[config.mk]
export PLATFORM = sky130hd
export DESIGN_NAME = puzzle_fetch_master
export DESIGN_NICKNAME = d
export VERILOG_FILES = /design/src/rtl/puzzle_fetch_master.sv
export SDC_FILE = /design/constraint.sdc
export NUM_CORES = 1
export LEC_CHECK = 0
export CAP_MARGIN = 20
export CELL_PAD_IN_SITES_DETAIL_PLACEMENT = 2
export CELL_PAD_IN_SITES_GLOBAL_PLACEMENT = 2
export CORE_UTILIZATION = 42
export CTS_BUF_LIST = sky130_fd_sc_hd__clkbuf_4 sky130_fd_sc_hd__clkbuf_8 sky130_fd_sc_hd__clkbuf_16
export CTS_CLUSTER_DIAMETER = 80
export DETAILED_ROUTE_END_ITERATION = 6
export DONT_BUFFER_PORTS = 1
export PLACE_DENSITY_LB_ADDON = 0.1
export SLEW_MARGIN = 20
export SYNTH_ARGS = -nofsm -noshare
export SYNTH_HDL_FRONTEND = slang
export SYNTH_SLANG_ARGS = --single-unit
[constraint.sdc]
create_clock -name CLK -period 3.2 [get_ports CLK]
set_input_delay 0.32 -clock CLK [delete_from_list [all_inputs] [get_ports CLK]]
set_output_delay 0.32 -clock CLK [all_outputs]
set_load 0.03 [all_outputs]
[src/rtl/puzzle_fetch_master.sv]
// puzzle_fetch_master: pipelined Avalon-MM read initiator that fetches a run of
// words from puzzle memory into a credit-limited FIFO and streams them out.
module puzzle_fetch_master #(
    parameter int ADDR_W          = 13,
    parameter int DATA_W          = 32,
    parameter int FIFO_DEPTH      = 8,
    parameter int MAX_OUTSTANDING = 4
) (
    input  logic              CLK,
    input  logic              RESET,
    input  logic              START,
    input  logic [ADDR_W-1:0] BASE_ADDR,
    input  logic [ADDR_W:0]   WORD_COUNT,
    output logic              BUSY,
    output logic              DONE,
    output logic [ADDR_W-1:0] AVM_ADDR,
    output logic [3:0]        AVM_BYTE_EN,
    output logic              AVM_READ,
    output logic              AVM_WRITE,
    input  logic              AVM_WAITREQUEST,
    input  logic [DATA_W-1:0] AVM_READDATA,
    input  logic              AVM_READDATAVALID,
    output logic [DATA_W-1:0] OUT_DATA,
    output logic              OUT_VALID,
    input  logic              OUT_READY
);
    localparam int PTR_W = $clog2(FIFO_DEPTH);
    localparam int CNT_W = $clog2(FIFO_DEPTH + 1);
    localparam int OUT_W = $clog2(MAX_OUTSTANDING + 1);
    localparam logic [ADDR_W:0] L_ONE = {{ADDR_W{1'b0}}, 1'b1};

    typedef enum logic [1:0] {
        S_IDLE,
        S_ISSUE,
        S_DRAIN
    } state_t;

    state_t r_state;
    state_t w_state_nxt;

    logic [ADDR_W-1:0] r_addr;
    logic [ADDR_W:0]   r_issue_left;
    logic [ADDR_W:0]   r_pop_left;
    logic              r_read;
    logic              w_read_nxt;
    logic              r_done;
    logic              w_done_nxt;
    logic [OUT_W-1:0]  r_out;
    logic [OUT_W-1:0]  w_out_nxt;
    logic [CNT_W-1:0]  r_cnt;
    logic [CNT_W-1:0]  w_cnt_nxt;
    logic [PTR_W-1:0]  r_wptr;
    logic [PTR_W-1:0]  r_rptr;
    logic [DATA_W-1:0] r_mem [FIFO_DEPTH];

    logic w_load;
    logic w_accept;
    logic w_ret;
    logic w_pop;
    logic w_credit;
    logic w_last_issue;
    logic w_last_pop;

    assign w_load       = (r_state == S_IDLE) && START && (WORD_COUNT != '0);
    assign w_accept     = r_read && !AVM_WAITREQUEST;
    // A return with nothing in flight is stale (e.g. from before a reset).
    assign w_ret        = AVM_READDATAVALID && (r_out != '0);
    assign w_pop        = OUT_VALID && OUT_READY;
    assign w_last_issue = (r_issue_left == L_ONE);
    assign w_last_pop   = w_pop && (r_pop_left == L_ONE);

    assign w_out_nxt = r_out + OUT_W'(w_accept) - OUT_W'(w_ret);
    assign w_cnt_nxt = r_cnt + CNT_W'(w_ret) - CNT_W'(w_pop);

    // Credit is judged on the occupancy the next request will actually see,
    // so a held (waitrequest) request can never overrun the FIFO.
    assign w_credit =
        (32'(w_out_nxt) + 32'(w_cnt_nxt) + 32'd1 <= 32'(FIFO_DEPTH)) &&
        (32'(w_out_nxt) < 32'(MAX_OUTSTANDING));

    always_ff @(posedge CLK or posedge RESET) begin
        if (RESET) begin
            r_state <= S_IDLE;
        end else begin
            r_state <= w_state_nxt;
        end
    end

    always_comb begin
        w_state_nxt = r_state;
        w_read_nxt  = r_read;
        w_done_nxt  = 1'b0;
        unique case (r_state)
            S_IDLE: begin
                if (START) begin
                    if (WORD_COUNT == '0) begin
                        w_done_nxt = 1'b1;
                    end else begin
                        w_state_nxt = S_ISSUE;
                        w_read_nxt  = 1'b1;
                    end
                end
            end
            S_ISSUE: begin
                if (w_accept && w_last_issue) begin
                    w_state_nxt = S_DRAIN;
                    w_read_nxt  = 1'b0;
                end else if (!r_read || w_accept) begin
                    w_read_nxt = w_credit;
                end
            end
            S_DRAIN: begin
                w_read_nxt = 1'b0;
            end
            default: begin
                w_state_nxt = S_IDLE;
                w_read_nxt  = 1'b0;
            end
        endcase
        if ((r_state != S_IDLE) && w_last_pop) begin
            w_state_nxt = S_IDLE;
            w_read_nxt  = 1'b0;
            w_done_nxt  = 1'b1;
        end
    end

    always_ff @(posedge CLK or posedge RESET) begin
        if (RESET) begin
            r_addr       <= '0;
            r_issue_left <= '0;
            r_pop_left   <= '0;
            r_read       <= 1'b0;
            r_done       <= 1'b0;
            r_out        <= '0;
            r_cnt        <= '0;
            r_wptr       <= '0;
            r_rptr       <= '0;
        end else begin
            r_read <= w_read_nxt;
            r_done <= w_done_nxt;
            r_out  <= w_out_nxt;
            r_cnt  <= w_cnt_nxt;
            if (w_load) begin
                r_addr       <= BASE_ADDR;
                r_issue_left <= WORD_COUNT;
                r_pop_left   <= WORD_COUNT;
            end else begin
                if (w_accept) begin
                    r_addr       <= r_addr + ADDR_W'(1);
                    r_issue_left <= r_issue_left - L_ONE;
                end
                if (w_pop) begin
                    r_pop_left <= r_pop_left - L_ONE;
                end
            end
            if (w_ret) begin
                r_wptr <= r_wptr + PTR_W'(1);
            end
            if (w_pop) begin
                r_rptr <= r_rptr + PTR_W'(1);
            end
        end
    end

    always_ff @(posedge CLK) begin
        if (w_ret) begin
            r_mem[r_wptr] <= AVM_READDATA;
        end
    end

    assign BUSY        = (r_state != S_IDLE);
    assign DONE        = r_done;
    assign AVM_ADDR    = r_addr;
    assign AVM_BYTE_EN = 4'hF;
    assign AVM_READ    = r_read;
    assign AVM_WRITE   = 1'b0;
    assign OUT_VALID   = (r_cnt != '0);
    assign OUT_DATA    = OUT_VALID ? r_mem[r_rptr] : '0;

endmodule

==> impl_metrics.env, run 1 <==
export IMPL_cts_buffer_depth=3
export IMPL_avgSynthCellArea_um2=16.8
export IMPL_cp_data_required_time_ns=3.63
export IMPL_final_cell_mix="edfxtp_1 (256), nor2_1 (73), mux4_2 (64), dfrtp_1 (55), dlygate4sd3_1 (50)"
export IMPL_worst_slew_pin_slew_ns=0.758
export IMPL_crit_path_max_incr_delay_ns=0.38
export IMPL_synth_area_leaders="edfxtp_1 (59%), dfrtp_1 (11%), mux4_2 (11%)"
export IMPL_drc=0
export IMPL_worst_slack_ns=0.0276
export IMPL_crit_type="reg -> reg"
export IMPL_cts_root_buf="clkbuf_16"
export IMPL_drt_pre_antenna_iters=4
export IMPL_synth_edf_count=256
export IMPL_worstSetupEndpointType="flip-flop"
export IMPL_critPathBufInv=4
export IMPL_synth_warnings=0
export IMPL_hold_path_class="in -> reg"
export IMPL_fin_skew_ns=0.00759
export IMPL_peakVddDrop_mv=0.553
export IMPL_mostFrequentLayoutCell="edfxtp_1"
export IMPL_die_x_um=178
export IMPL_min_period_over_period=0.991
export IMPL_dr_total_vias=7108
export IMPL_crit_path_frequent_cell="ha_4"
export IMPL_ys_seq_area_frac=0.703
export IMPL_drive_above_1_share=0.232
export IMPL_worstSetupStartpointType="flip-flop"
export IMPL_cp_max_fo=3
export IMPL_overflow=0
export IMPL_num_antenna_cells=0
export IMPL_reg2reg_depth=17
export IMPL_slowest_stage="dfrtp_1"
export IMPL_synth_top_cell_by_area="edfxtp_1"
export IMPL_p_leak_nw=5.33
export IMPL_power_density_mw_per_mm2=1010
export IMPL_fill_cells=2720
export IMPL_dpl_hpwl_um=20000
export IMPL_via_per_inst=5.52
export IMPL_cap_violations=0
export IMPL_clock_latency_ns=0.51
export IMPL_io_buffer_count=0
export IMPL_hold_depth=2
export IMPL_final_min_clock_period_ns=3.17
export IMPL_wire_per_inst_um=25.7
export IMPL_core_area_mm2=0.0305
export IMPL_synthCells=772
export IMPL_synth_top_cell_area_share=0.591
export IMPL_gp_congestion=0.785
export IMPL_grt_total_usage=0.215
export IMPL_grt_pass1_wl_um=49800
export IMPL_setup_violations=0
export IMPL_grt_max_degree=53
export IMPL_max_clock_freq_mhz=315
export IMPL_ant_nets=0
export IMPL_critical_path_cell_chain="inv_2 -> ha_4 -> nor3b_4 -> inv_2 -> nand2_2 -> inv_2 -> ha_4 -> inv_4 -> ha_4 -> fa_2 -> xor2_4 -> ha_4 -> and4b_1 -> nor3_2 -> o221ai_1 -> nand3_1 -> a31oi_1"
export IMPL_die_h_um=178
export IMPL_wl_um=33000
export IMPL_hold_start="WORD_COUNT[5]"
export IMPL_drt_iter0_markers=508
export IMPL_rsz0062_at_grt="true"
export IMPL_rrSetupSlack_ns=0.03
export IMPL_relSlewSlack=0.494
export IMPL_slew_violations=0
export IMPL_cts_sinks=314
export IMPL_cts_buffers_inserted=36
export IMPL_synth_main_ff_cell="edfxtp_1"
export IMPL_synth_cell_types=49
export IMPL_antenna_found_initial=1
export IMPL_report_final_hold_viol_count=0
export IMPL_pin_count=119
export IMPL_htreeDepth=2
export IMPL_syn2layout_area_growth_pct=19.3
export IMPL_dieArea_mm2=0.0317
export IMPL_holdPathEnd="r_pop_left[5]"
export IMPL_final_cells=1287
export IMPL_clk_transition_reported_paths_ns=0.06
export IMPL_synth_seq_cells=314
export IMPL_rr_startpoint="r_cnt[2]"
export IMPL_cts_tree="yes"
export IMPL_worst_path_stages=17
export IMPL_status="completed"
export IMPL_r2r_end="AVM_READ"
export IMPL_nNetsFinal=951
export IMPL_grt_pass1_vias=8046
export IMPL_rows=64
export IMPL_start_util=0.426
export IMPL_cp_arrival_ns=3.60
export IMPL_syn_area_mm2=0.0130
export IMPL_placed_cells=1162
export IMPL_post_place_ws_ns=-0.224
export IMPL_synth_async_reset_ratio=0.185
export IMPL_cp_top_family="adder cells"
[area by class of cell]
| cell class | count | area (um^2) | area share |
|---|---|---|---|
| clock inverters | 12 | 77.6 | 0.00500 |
| well taps | 396 | 495 | 0.0319 |
| clock buffers | 50 | 1030 | 0.0663 |
| multi-input cells | 398 | 3840 | 0.248 |
| flip-flops and latches | 314 | 9150 | 0.589 |
| inverters | 27 | 106 | 0.00685 |
| repair buffers | 90 | 826 | 0.0532 |
[routing by layer]
metal  share of wire  global-route usage
met5         0.00039                   0
met2            0.52               0.379
met4           0.016              0.0499
met3           0.045              0.0335
met1            0.42               0.278
[cells in the mapped netlist (2+ instances only)]
cell type    n
dfrtp_1     58
and3_1       3
inv_1       25
nor3_2       2
a31oi_1      4
buf_2        8
xnor2_1     30
inv_2        2
nand2_1     28
nand3_1      8
conb_1       2
nor3b_1      3
nor2b_1      5
xor2_1      14
a21oi_2      3
o21ai_0      4
nand4_1      7
ha_1        17
buf_1        5
a21oi_1     38
fa_1         2
clkbuf_1    17
o41ai_1      2
or3_1        3
nor2_1      79
nand2b_1     4
edfxtp_1   256
nor3_1      16
mux4_2      64
nor4_1       9
buf_4        5
mux2i_1     32
[registers in the layout (all words and copies together) (netlist names)]
register      flops
r_issue_left     14
r_wptr            3
r_rptr            3
DONE              1
AVM_ADDR         13
r_pop_left       14
r_state           2
r_cnt             4
r_out             3
r_mem           256
AVM_READ          1
[metrics by stage]
| stage | util | setup TNS [ns] | power (mW) | instance area [um^2] | hold slack [ns] |
|---|---|---|---|---|---|
| CTS | 0.506 | 0 | 15.6 | 15400 | 0.00404 |
| global placement | 0.448 | 0 | 10.9 | 13700 | 0.299 |
| global route | 0.509 | -0.145 | 16.4 | 15500 | 0.0251 |
| floorplan | - | -0.135 | 9.79 | 13000 | 0.419 |
| finish | 0.509 | 0 | 15.6 | 15500 | 0.0255 |
| detailed placement | 0.448 | -0.224 | 11.2 | 13700 | 0.317 |
[report_power, final]
part           leakage (nW)  internal (mW)  switching, mW
clock network         0.561           2.32           1.57
logic                  1.80           2.34           3.34
registers              2.97           5.25          0.831
total                  5.33           9.91           5.73
[logic make-up (layout without fill, tap and decap cells)]
family / after synthesis / in the layout / synth area share
buf+inv: 63 / 179 / 0.0210
flops: 314 / 314 / 0.703
fa+ha+maj: 19 / 19 / 0.0194
compound gates: 58 / 58 / 0.0260
other cells: 2 / 5 / 0.000577
mux: 96 / 96 / 0.135
simple gates: 176 / 176 / 0.0653
xor+xnor: 44 / 44 / 0.0296
[how the worst max path moves through the flow]
stage          startpoint  endpoint  slack [ns]
2_1_floorplan    r_cnt[2]  AVM_READ       -0.13
3_3_place_gp     r_out[2]  AVM_READ        0.04
3_5_place_dp     r_out[2]  AVM_READ       -0.22
4_1_cts          r_out[0]  AVM_READ        0.02
5_1_grt          r_out[2]  AVM_READ       -0.15
6_report         r_cnt[2]  AVM_READ        0.03
[repair_timing]
action / 4_1_cts / 5_1_grt
setup endpoints to repair: 1 / 1
hold endpoints to repair: 303 / 0
hold buffers: 50 / 0
pin swaps: 10 / 13
buffers inserted: 6 / 7
resized for setup: 22 / 7
Note: power is estimated with default switching activity, not from simulation.
==> inputs of run 2 (changes only) <==
Settings changed: CTS_CLUSTER_DIAMETER 80 to 120, SKIP_CTS_REPAIR_TIMING set to 1, SKIP_LAST_GASP set to 1.
==> run 2 against run 1 <==
The flow now finishes with violations (hold timing). Largest cell class unchanged. Sequential power about the same. Power decreased by 1.1%. Final area decreased by 1.0%. Clock power about the same. Utilization decreased by 0.51 points. Highest routed layer is now met4. Register-to-register slack got worse by 0.02 ns. Worst setup slack got worse by 0.016 ns. Hold slack got worse by 0.039 ns.
==> impl_metrics.env, run 2 (same netlist as run 1, synthesis figures left out) <==
export IMPL_status="finished with violations"
export IMPL_failed_checks="hold timing"
export IMPL_pin_count=119
export IMPL_power_density_mw_per_mm2=1010
export IMPL_drive_above_1_share=0.228
export IMPL_drt_pre_antenna_iters=4
export IMPL_dr_total_vias=7044
export IMPL_syn2layout_area_growth_pct=18.1
export IMPL_nNetsFinal=936
export IMPL_relSlewSlack=0.490
export IMPL_grt_max_degree=53
export IMPL_grt_total_usage=0.208
export IMPL_max_clock_freq_mhz=314
export IMPL_io_buffer_count=0
export IMPL_dieArea_mm2=0.0317
export IMPL_htreeDepth=2
export IMPL_min_period_over_period=0.996
export IMPL_worstSetupEndpointType="flip-flop"
export IMPL_antenna_found_initial=2
export IMPL_rows=64
export IMPL_drc=0
export IMPL_regMostFlops="r_mem"
export IMPL_mostFrequentLayoutCell="edfxtp_1"
export IMPL_largest_reg_flops=256
export IMPL_slowest_stage="fa_2"
export IMPL_placed_cells=1162
export IMPL_setup_violations=0
export IMPL_dpl_hpwl_um=20000
export IMPL_via_per_inst=5.53
export IMPL_report_final_hold_viol_count=4
export IMPL_grt_pass1_vias=7826
export IMPL_core_area_mm2=0.0305
export IMPL_p_leak_nw=5.26
export IMPL_cp_arrival_ns=3.57
export IMPL_utilization=0.504
export IMPL_wl_um=33000
export IMPL_overflow=0
export IMPL_cp_max_fo=4
export IMPL_worstSetupStartpointType="flip-flop"
export IMPL_slew_violations=0
export IMPL_cts_sinks=314
export IMPL_cts_buffer_depth=3
export IMPL_grt_pass1_wl_um=48100
export IMPL_rsz0062_at_grt="true"
export IMPL_cts_tree="yes"
export IMPL_crit_path_max_incr_delay_ns=0.57
export IMPL_drt_iter0_markers=408
export IMPL_ant_nets=0
export IMPL_cts_buffers_inserted=36
export IMPL_hold_path_class="in -> reg"
export IMPL_cts_root_buf="clkbuf_16"
export IMPL_final_min_clock_period_ns=3.19
export IMPL_die_h_um=178
export IMPL_final_cells=1274
export IMPL_worst_slew_pin_slew_ns=0.764
export IMPL_crit_type="reg -> reg"
export IMPL_wire_per_inst_um=25.9
export IMPL_fin_skew_ns=0.00881
export IMPL_gp_congestion=0.785
export IMPL_clk_transition_reported_paths_ns=0.05
export IMPL_cp_data_required_time_ns=3.58
export IMPL_clock_latency_ns=0.51
export IMPL_final_cell_mix="edfxtp_1 (256), nor2_1 (73), mux4_2 (64), dfrtp_1 (55), dlygate4sd3_1 (41)"
export IMPL_largest_registers="r_mem x256, r_issue_left x14, r_pop_left x14"
export IMPL_peakVddDrop_mv=0.555
export IMPL_holdWs_ns=-0.0134
export IMPL_p_total_mw=15.5
export IMPL_start_util=0.426
export IMPL_critical_path_cell_chain="inv_1 -> ha_4 -> nor3b_4 -> inv_2 -> nand2_2 -> inv_2 -> ha_4 -> inv_2 -> ha_4 -> fa_2 -> ha_1 -> and4b_1 -> nor3_1 -> o221ai_1 -> nand3_1 -> a31oi_1"
export IMPL_cap_violations=0
export IMPL_die_x_um=178
run 2: changes by cell type in the layout (fill, tap and decap cells not counted), sizes merged:
cell,delta
buf,-6
diode,+2
dlygate4sd3,-9
run 2: final timing paths:
path                       slack [ns]     endpoint  cells after the start          from
max                              0.01     AVM_READ                     16      r_cnt[3]
min                             -0.01  AVM_ADDR[3]                      2  BASE_ADDR[3]
max reg2reg                      0.01     AVM_READ                     16      r_cnt[3]
min reg2reg                      0.56     AVM_READ                      1    r_state[0]
max in group asynchronous        1.96    r_rptr[0]                      3         RESET
min in group asynchronous        0.35     AVM_READ                      2         RESET
run 2: area by class of cell:
| type | count | area, um^2 |
|---|---|---|
| well taps | 396 | 495 |
| inverters | 27 | 104 |
| clock buffers | 50 | 1030 |
| clock inverters | 12 | 77.6 |
| repair buffers | 75 | 691 |
| diodes | 2 | 5.00 |
| flip-flops and latches | 314 | 9150 |
| fillers | 2732 | 15100 |
| multi-input cells | 398 | 3820 |
run 2: per-layer routing:
layer | track usage | vias up | part of all wire
met1 | 0.264 | 3749 | 0.42
met3 | 0.0399 | 47 | 0.040
met2 | 0.365 | 138 | 0.53
met5 | 0 | - | 0
li1 | - | 3110 | -
met4 | 0.0541 | 0 | 0.018
run 2: critical path: cells and delay by family (launching register included):
| kind | cells | cell delay, ns |
|---|---|---|
| compound gates | 2 | 0.22 |
| fa+ha+maj | 5 | 1.42 |
| buf+inv | 4 | 0.29 |
| flops | 1 | 0.35 |
| simple gates | 5 | 0.79 |
run 2: per-stage QoR:
stage	hold WS, ns	instance area [um^2]	setup slack, ns	setup TNS, ns
2_1_floorplan	0.419	13000	-0.135	-0.135
3_3_place_gp	0.299	13700	0.0431	0
3_5_place_dp	0.317	13700	-0.224	-0.224
4_1_cts	-0.225	14800	-0.253	-0.253
5_1_grt	-0.00389	15400	-0.184	-0.184
6_report	-0.0134	15400	0.0116	0
run 2: power breakdown:
part | switching [mW] | internal, mW | total, mW
Sequential | 0.822 | 5.25 | 6.08
Combinational | 3.29 | 2.22 | 5.51
Clock | 1.56 | 2.32 | 3.88
Total | 5.67 | 9.79 | 15.5
==> inputs of run 3 (changes only) <==
Settings changed: CORE_ASPECT_RATIO set to 0.5.
==> run 3 against run 2 <==
Global-route usage up 0.22 points. Clock power down 15%. Final area about the same. Combinational power up 2%. Fmax up 3.8%. Clock skew up 0.017 ns. The flow now finishes without violations.
==> impl_metrics.env, run 3 (same netlist as run 1, synthesis figures left out) <==
export IMPL_r2r_end="AVM_READ"
export IMPL_cp_arrival_ns=3.51
export IMPL_setup_violations=0
export IMPL_hold_start="WORD_COUNT[2]"
export IMPL_grt_pass1_wl_um=49400
export IMPL_drive_above_1_share=0.207
export IMPL_min_period_over_period=0.960
export IMPL_max_clock_freq_mhz=326
export IMPL_hold_path_class="in -> reg"
export IMPL_crit_type="reg -> reg"
export IMPL_clk_transition_reported_paths_ns=0.06
export IMPL_cp_top_family="adder cells"
export IMPL_cts_buffers_inserted=29
export IMPL_wire_per_inst_um=26.2
export IMPL_worst_slew_pin_slew_ns=0.733
export IMPL_htreeDepth=1
export IMPL_rr_startpoint="r_cnt[2]"
export IMPL_overflow=0
export IMPL_cp_max_fo=4
export IMPL_syn2layout_area_growth_pct=18.1
export IMPL_grt_pass1_vias=7795
export IMPL_cts_buffer_depth=3
export IMPL_power_internal_mw=9.27
export IMPL_regMostFlops="r_mem"
export IMPL_slowest_stage="fa_2"
export IMPL_peakVddDrop_mv=0.412
export IMPL_rows=45
export IMPL_crit_path_max_incr_delay_ns=0.40
export IMPL_largest_registers="r_mem x256, r_issue_left x14, r_pop_left x14"
export IMPL_largest_reg_flops=256
export IMPL_ant_nets=0
export IMPL_pwr_share_clk=0.221
export IMPL_gp_congestion=0.755
export IMPL_die_h_um=126
export IMPL_num_antenna_cells=0
export IMPL_seqPwrFrac=0.402
export IMPL_cap_violations=0
export IMPL_critical_path_cell_chain="inv_2 -> ha_4 -> nor3b_4 -> inv_2 -> nand2_4 -> inv_2 -> ha_4 -> inv_2 -> ha_4 -> fa_2 -> xor2_4 -> ha_4 -> and4b_1 -> nor3_1 -> o221ai_1 -> nand3_1 -> a31oi_1"
export IMPL_sw_frac_of_total=0.378
export IMPL_cts_tree="yes"
export IMPL_critPathBufInv=4
export IMPL_rrSetupSlack_ns=0.13
export IMPL_final_cells=1282
export IMPL_cts_sinks=314
export IMPL_worstSetupEndpointType="flip-flop"
export IMPL_dpl_hpwl_um=19900
export IMPL_placed_cells=1167
export IMPL_die_x_um=251
export IMPL_drt_iter0_markers=260
export IMPL_antenna_found_initial=0
export IMPL_relSlewSlack=0.509
export IMPL_p_comb_frac=0.376
export IMPL_report_final_hold_viol_count=0
export IMPL_p_leak_nw=5.22
export IMPL_slew_violations=0
export IMPL_reg2reg_depth=17
export IMPL_final_min_clock_period_ns=3.07
export IMPL_nNetsFinal=949
export IMPL_cts_root_buf="clkbuf_16"
export IMPL_wl_um=33600
export IMPL_dieArea_mm2=0.0317
export IMPL_rsz0062_at_grt="true"
export IMPL_status="completed"
export IMPL_pin_count=119
export IMPL_placed_cell_area_mm2=0.0137
export IMPL_fin_skew_ns=0.0255
export IMPL_holdPathEnd="r_issue_left[2]"
export IMPL_hold_depth=2
export IMPL_switchingPower_mw=5.63
export IMPL_final_area_mm2=0.0154
export IMPL_mostFrequentLayoutCell="edfxtp_1"
export IMPL_io_buffer_count=0
export IMPL_grt_max_degree=49
export IMPL_power_density_mw_per_mm2=970
export IMPL_cp_data_required_time_ns=3.63
export IMPL_grt_total_usage=0.210
export IMPL_core_area_mm2=0.0304
export IMPL_clock_latency_ns=0.58
export IMPL_dr_total_vias=7077
export IMPL_start_util=0.428
export IMPL_drc=0
export IMPL_worstSetupStartpointType="flip-flop"
export IMPL_final_cell_mix="edfxtp_1 (256), nor2_1 (73), mux4_2 (64), dlygate4sd3_1 (59), dfrtp_1 (55)"
export IMPL_drt_pre_antenna_iters=4
export IMPL_via_per_inst=5.52
-- run 3: cell count changes in the layout (fill, tap and decap cells not counted), sizes merged --
cell         delta
clkinv          +3
dlygate4sd3    +18
diode           -2
clkbuf         -17
buf             +2
inv             +1
-- run 3: power groups by stage --
stage | Sequential, mW | Clock (mW) | Combinational [mW]
final | 6.00 | 3.29 | 5.61
after global routing | 6.08 | 3.51 | 6.08
after CTS | 5.99 | 3.39 | 5.24
after detailed placement | 6.06 | 0 | 5.20
after global placement | 5.98 | 0 | 5.00
after floorplan | 5.83 | 0 | 3.96
-- run 3: final cells by class --
cell class,count,area (um^2)
clock buffers,33,756
repair buffers,95,911
multi-input cells,398,3830
inverters,27,106
well taps,399,499
flip-flops and latches,314,9150
fillers,2751,15000
clock inverters,16,106
-- run 3: worst max-delay path by stage --
stage,endpoint,from,cells after the start
2_1_floorplan,AVM_READ,r_cnt[2],17
3_3_place_gp,AVM_READ,r_cnt[2],17
3_5_place_dp,AVM_READ,r_cnt[2],17
4_1_cts,AVM_READ,r_cnt[2],17
5_1_grt,AVM_READ,r_cnt[2],17
6_report,AVM_READ,r_cnt[2],17
-- run 3: worst register-to-register path, stage by stage (launching register included) --
cell	delay (ns)
dfrtp_1	0.37
inv_2	0.09
ha_4	0.13
nor3b_4	0.20
inv_2	0.08
nand2_4	0.07
inv_2	0.05
ha_4	0.26
inv_2	0.04
ha_4	0.15
fa_2	0.40
xor2_4	0.18
ha_4	0.30
and4b_1	0.19
nor3_1	0.12
o221ai_1	0.12
nand3_1	0.10
a31oi_1	0.09
-- run 3: per-stage QoR --
stage | utilization | setup slack [ns] | hold WS [ns] | setup TNS, ns | total power, mW
after floorplan | - | -0.135 | 0.419 | -0.135 | 9.79
after global placement | 0.451 | 0.0467 | 0.419 | 0 | 11.0
after detailed placement | 0.451 | -0.131 | 0.331 | -0.131 | 11.3
after CTS | 0.479 | -0.157 | -0.266 | -0.157 | 14.6
after global routing | 0.505 | -0.0505 | 0.0164 | -0.0505 | 15.7
final | 0.505 | 0.129 | 0.0117 | 0 | 14.9
-- run 3: layer usage --
metal  wire (um)  track usage
met1       15100        0.286
met2       16900        0.364
met3        1170       0.0353
met4         403       0.0344
met5           0            0
